## src/rtl/sign_mag_pkg.sv

```systemverilog
// sign_mag_pkg: shared op encodings for the sign-magnitude ALU
package sign_mag_pkg;
  localparam logic [1:0] OP_ADD = 2'b00;
  localparam logic [1:0] OP_SUB = 2'b01;
  localparam logic [1:0] OP_ACC = 2'b10;
  localparam logic [1:0] OP_LD  = 2'b11;
endpackage

```

## src/rtl/sign_mag_core.sv

```systemverilog
// sign_mag_core: combinational sign-magnitude add with saturate/wrap and canonical zero
// Ports: x, y - sign-magnitude operands; res - canonical result; ovf - magnitude carry out
module sign_mag_core #(
  parameter int N   = 8,
  parameter bit SAT = 1'b1
) (
  input  logic [N-1:0] x,
  input  logic [N-1:0] y,
  output logic [N-1:0] res,
  output logic         ovf
);
  logic [N-2:0] mx, my, mag;
  logic [N-1:0] add;
  logic         sx, sy, same, x_ge, sgn;
  assign mx   = x[N-2:0];
  assign my   = y[N-2:0];
  // -0 operands behave as +0
  assign sx   = x[N-1] && |mx;
  assign sy   = y[N-1] && |my;
  assign same = sx == sy;
  assign x_ge = mx >= my;
  assign add  = {1'b0, mx} + {1'b0, my};
  assign ovf  = same && add[N-1];
  assign mag  = same ? ((ovf && SAT) ? '1 : add[N-2:0]) : (x_ge ? mx - my : my - mx);
  assign sgn  = same ? sx : (x_ge ? sx : sy);
  // zero magnitude (including wrapped results) is always +0
  assign res  = {sgn && |mag, mag};
endmodule

```

## src/rtl/sign_mag_alu_pipe.sv

```systemverilog
// sign_mag_alu_pipe: two-stage valid/ready sign-magnitude add/sub/accumulate unit
// Ports: clk, rst_n (async active-low); in_valid/in_ready with a, b, op;
//        out_valid/out_ready with sum, ovf
module sign_mag_alu_pipe
  import sign_mag_pkg::*;
#(
  parameter int N   = 8,
  parameter bit SAT = 1'b1
) (
  input  logic         clk,
  input  logic         rst_n,
  input  logic         in_valid,
  output logic         in_ready,
  input  logic [N-1:0] a,
  input  logic [N-1:0] b,
  input  logic [1:0]   op,
  output logic         out_valid,
  input  logic         out_ready,
  output logic [N-1:0] sum,
  output logic         ovf
);
  logic         s1_valid, s1_adv, s2_adv, core_ovf;
  logic [N-1:0] s1_a, s1_b, acc, x, y, res;
  logic [1:0]   s1_op;
  assign s2_adv   = !out_valid || out_ready;
  assign s1_adv   = s1_valid && s2_adv;
  assign in_ready = rst_n && (!s1_valid || s2_adv);
  assign x = s1_op == OP_ACC ? acc : s1_a;
  // load adds a to +0, which yields a canonicalised with no overflow
  assign y = s1_op == OP_SUB ? {~s1_b[N-1], s1_b[N-2:0]} :
             s1_op == OP_ADD ? s1_b :
             s1_op == OP_ACC ? s1_a : '0;
  sign_mag_core #(.N(N), .SAT(SAT)) u_core (
    .x   (x),
    .y   (y),
    .res (res),
    .ovf (core_ovf)
  );
  always_ff @(posedge clk or negedge rst_n) begin
    if (!rst_n) begin
      s1_valid  <= 1'b0;
      s1_a      <= '0;
      s1_b      <= '0;
      s1_op     <= OP_ADD;
      out_valid <= 1'b0;
      sum       <= '0;
      ovf       <= 1'b0;
      acc       <= '0;
    end else begin
      if (in_valid && in_ready) begin
        s1_valid <= 1'b1;
        s1_a     <= a;
        s1_b     <= b;
        s1_op    <= op;
      end else if (s1_adv) begin
        s1_valid <= 1'b0;
      end
      if (s1_adv) begin
        out_valid <= 1'b1;
        sum       <= res;
        ovf       <= core_ovf;
        if (s1_op[1]) acc <= res;
      end else if (s2_adv) begin
        out_valid <= 1'b0;
      end
    end
  end
endmodule

```

## config.mk

```make
export PLATFORM = sky130hd
export DESIGN_NAME = sign_mag_alu_pipe
export DESIGN_NICKNAME = d
export VERILOG_FILES = /design/src/rtl/sign_mag_pkg.sv /design/src/rtl/sign_mag_core.sv /design/src/rtl/sign_mag_alu_pipe.sv
export SDC_FILE = /design/constraint.sdc
export NUM_CORES = 1
export LEC_CHECK = 0
export BUFFER_PORTS_ARGS = -buffer_cell sky130_fd_sc_hd__buf_2
export CELL_PAD_IN_SITES_DETAIL_PLACEMENT = 0
export CELL_PAD_IN_SITES_GLOBAL_PLACEMENT = 1
export CORE_UTILIZATION = 46
export CTS_BUF_LIST = sky130_fd_sc_hd__clkbuf_16
export CTS_CLUSTER_SIZE = 28
export DETAILED_ROUTE_END_ITERATION = 10
export GPL_TIMING_DRIVEN = 0
export PLACE_DENSITY_LB_ADDON = 0.05
export SLEW_MARGIN = 20
export SYNTH_ARGS = -nofsm -noshare
export SYNTH_HDL_FRONTEND = slang
export SYNTH_SLANG_ARGS = --single-unit
```

## constraint.sdc

```tcl
create_clock -name clk -period 5.71 [get_ports clk]
set_input_delay 0.571 -clock clk [delete_from_list [all_inputs] [get_ports clk]]
set_output_delay 0.571 -clock clk [all_outputs]
set_load 0.1 [all_outputs]
```

==> flow_metrics.py <==
metrics = {
    "clocking": {
        "cts.clk_slew.worst_paths_ps": 60,
        "tritoncts": "done",
        "postCtsSetupRepairBufs": 0,
        "cts-resized-gates": 0,
        "ctsLongestPathBuffers": 2,
        "cts-buffers-inserted": 5,
        "postCtsHoldBufs": 0,
        "cts.sinks": 37,
        "cts.root.buffer_cell": "clkbuf_16",
        "htree_num_levels": 2,
        "worstSkewPairLatency_ps": 280,
    },
    "die": {
        "start_util_pct": 48.82,
        "die-width_um": 79.15,
        "floorplan.core_area_um2": 5608,
        "site_row_count": 27,
        "design.die.area_um2": 6264,
        "boundaryPins": 33,
        "die_y_um": 79.15,
    },
    "placed_design": {
        "count_of_input_and_output_buffers": 32,
        "placed_cell_area_um2": 2988,
        "place.detailed.instances": 383,
        "globalplace.congestion": 0.8801,
        "detailedPlacementHpwl_mm": 4.915,
    },
    "global_route": {
        "grt_start_max_net_pins": 39,
        "vias_in_the_first_global_route": 2069,
        "number_of_antenna_violations_at_the_first_check_in_global_routing": 0,
        "globalRoute.totalOverflow": 0,
        "total_track_usage_pct": 21.49,
        "first_pass_grt_wire_length_mm": 10.21,
    },
    "yosys": {
        "synth_fp_nets": 326,
        "synth_cell_type_count": 56,
        "synthesis.instances": 279,
        "avg_inst_size_synth_um2": 9.812,
        "synth_sequential_area_ratio_pct": 33.82,
        "dominantRegCellSynth": "dfrtp_1",
        "netlist.area_leader.share_pct": 33.82,
        "synth_top_area_cell": "dfrtp_1",
        "synthesis.yosys.warnings": 0,
        "synth.area.top_cells": "dfrtp_1, mux2_2, ha_1",
        "ys_async_rst_share_pct": 100.0,
        "synth-edff-count": 0,
        "ys_ff_latch": 37,
        "mappedNetlistArea_um2": 2738,
    },
    "final_layout": {
        "finish.cell_count_without_fillers": 391,
        "multi_input_comb_area_um2": 1663,
        "finalInstanceArea_um2": 3129,
        "nNetsFinal": 365,
        "filler_cell_count": 546,
        "final_layout_size_suffix_gt1_share_pct": 25.39,
        "diodes": 0,
        "regArea_um2": 925.9,
        "syn2layout_area_growth_pct": 14.31,
    },
    "sta": {
        "hold_violation_count_in_the_final_report": 0,
        "max_clock_freq_mhz": 214.1,
        "timing.slew.headroom_pct": 45.02,
        "final-max-slew-violation-count": 0,
        "final.min_clock_period_ps": 4670,
        "fin_crit_sh_pct": 81.78,
        "totalNegativeSetupSlack_ps": 0,
        "max_slew.worst_pin.slew_ps": 824.6,
        "clock_skew_ps": 7.985,
        "rsz0062_at_grt": "false",
        "timing.final.setup_violations": 0,
    },
    "drt": {
        "dr_total_vias": 2153,
        "drc": 0,
        "routed_wire_length_per_instance_um": 15.52,
        "finalWirelength_mm": 6.069,
        "route.antenna.remaining_nets": 0,
        "first_pass_iters": 4,
        "initialDrtViolationCount": 75,
        "drt-vias-per-instance": 5.506,
    },
    "job": {
        "drv_cap": 0,
    },
    "worst_setup_path": {
        "r2r-end": "acc[7]",
        "master_of_the_slowest_instance_on_the_critical_path": "o21ai_0",
        "signal_arrival_time_at_the_worst_endpoint_ps": 4830,
        "reg2reg_slack_ps": 1040,
        "critical_path_required_ps": 5870,
        "r2r_cell_count": 13,
        "cell_family_contributing_the_most_delay_on_the_critical_path": "simple AND/OR/NAND/NOR gates",
        "slowest_delay_ps": 670,
        "launching_point_of_the_worst_reg2reg_path": "s1_op[1]",
        "critPathKind": "register to register",
        "setup.worst_path.end_class": "register",
        "crit_start_category": "register",
        "crit_path_max_fanout": 10,
        "worstPathBufferInverterCount": 2,
        "critical_path_cell_by_cell": "buf_6 > clkbuf_1 > o21ai_0 > ha_1 > and3b_1 > o41ai_1 > nand3_1 > mux2i_1 > a21oi_1 > or4_4 > nand3_2 > or4b_1 > a22o_1",
    },
    "power": {
        "post-layout-total-power_mw": 1.788,
        "ir_drop_mv": 0.3064,
        "power.leakage_nw": 1.467,
        "cellPowerDensity_nw_per_um2": 571.4,
    },
    "status": {
        "status": "finished clean",
    },
    "worst_hold_path": {
        "min_path_type": "primary input to asynchronous set/reset pin",
    },
}
-- synthesized netlist by cell type (all sizes together), types with 2 or more instances --
cell type and instances:
a211oi 3, a21oi 13, a22o 2, a31o 3, a31oi 2, and2 4, and3 3, buf 4
clkbuf 6, dfrtp 37, fa 3, ha 22, inv 25, mux2 28, mux2i 13, nand2 21
nand2b 3, nand3 2, nand3b 6, nand4 2, nor2 13, nor2b 6, nor3 5, nor3b 2
nor4 2, nor4b 2, o211ai 7, o21a 2, o21ai 13, o21bai 6, o31ai 3, or2 2
-- registers in the layout, summed over array words and instances (netlist names) --
| name | cells |
|---|---|
| ovf | 1 |
| acc | 8 |
| sum | 8 |
| s1_a | 8 |
| out_valid | 1 |
| s1_op | 2 |
| s1_valid | 1 |
| s1_b | 8 |
-- power by group --
part | leakage [nW] | switching [mW] | internal, mW | total [mW]
registers | 0.440 | 0.0650 | 0.346 | 0.411
clock network | 0.0693 | 0.104 | 0.160 | 0.264
logic | 0.958 | 0.732 | 0.381 | 1.11
total | 1.47 | 0.901 | 0.887 | 1.79
-- worst max-delay path by stage --
stage | to | slack, ps | startpoint | cells after the start
final | acc[7] | 1040 | s1_op[1] | 13
after global routing | acc[7] | 580 | s1_op[1] | 13
after CTS | acc[7] | 1050 | s1_op[1] | 13
after detailed placement | acc[7] | 1080 | s1_op[1] | 13
after global placement | acc[7] | 1030 | s1_op[1] | 13
after floorplan | acc[7] | 1670 | s1_op[1] | 13
-- per-stage QoR --
stage	util [%]	hold WS, ps	setup slack [ps]
2_1_floorplan	-	275.4	1667
3_3_place_gp	53.28	457.1	1031
3_5_place_dp	53.28	459.1	1076
4_1_cts	55.80	420.0	1048
5_1_grt	55.80	466.2	576.5
6_report	55.80	390.8	1040
-- worst register-to-register path: cells and delay by family, from the launching register on --
kind                       cells  cell delay (ps)
buffers and inverters          2              340
AOI/OAI and AO/OA              4             1350
adders and majority gates      1              400
DFF                            1              370
muxes                          1              340
and+or+nand+nor                5             1780
-- placed cells by master, fill, tap and decap left out, types with 2 or more instances in the layout --
master	count
dfrtp_1	37
buf_2	34
mux2_2	28
inv_1	24
ha_1	22
nand2_1	21
nor2_1	13
a21oi_1	13
mux2i_1	12
o21ai_0	11
clkbuf_1	6
nand3b_1	6
o21bai_1	6
o211ai_1	6
nor3_1	5
nor2b_1	5
clkbuf_16	5
and2_1	4
nand2b_1	3
a211oi_1	3
o31ai_1	3
fa_1	3
buf_6	2
o21a_1	2
nor4_1	2
nor3b_1	2
a31o_2	2
nor4b_1	2
a31oi_1	2
nand4_1	2
and3_1	2
a22o_1	2
o21ai_1	2
clkinv_1	2
-- metal layers --
layer  routed length [µm]  GRT usage [%]  part of all wire [%]  up-vias
li1                     -              -                     -     1078
met1                 3021          29.88                    50     1029
met2                 2808          34.48                    46       38
met3                  158          2.989                   2.6        8
met4                   81          6.727                   1.3        0
met5                    0              0                     0        -
-- area by class of cell --
class / count / share of cell area [%]
multi-input cells: 207 / 53.14
flip-flops and latches: 37 / 29.59
repair buffers: 32 / 5.118
clock buffers: 5 / 3.998
inverters: 25 / 2.999
well taps: 72 / 2.879
plain buffers: 10 / 1.759
clock inverters: 3 / 0.5198
-- kinds of logic (layout without fill, tap and decap cells) --
group / count (synthesis) / in the layout / synth area share [%]
muxes: 41 / 41 / 16.41
and+or+nand+nor: 79 / 79 / 16.45
xor gates and xnor gates: 2 / 2 / 0.6400
adders and majority gates: 25 / 25 / 12.25
buffers and inverters: 35 / 75 / 5.439
AOI/OAI and AO/OA: 60 / 60 / 14.99
DFF: 37 / 37 / 33.82
Power figures use the tool's default switching activity.
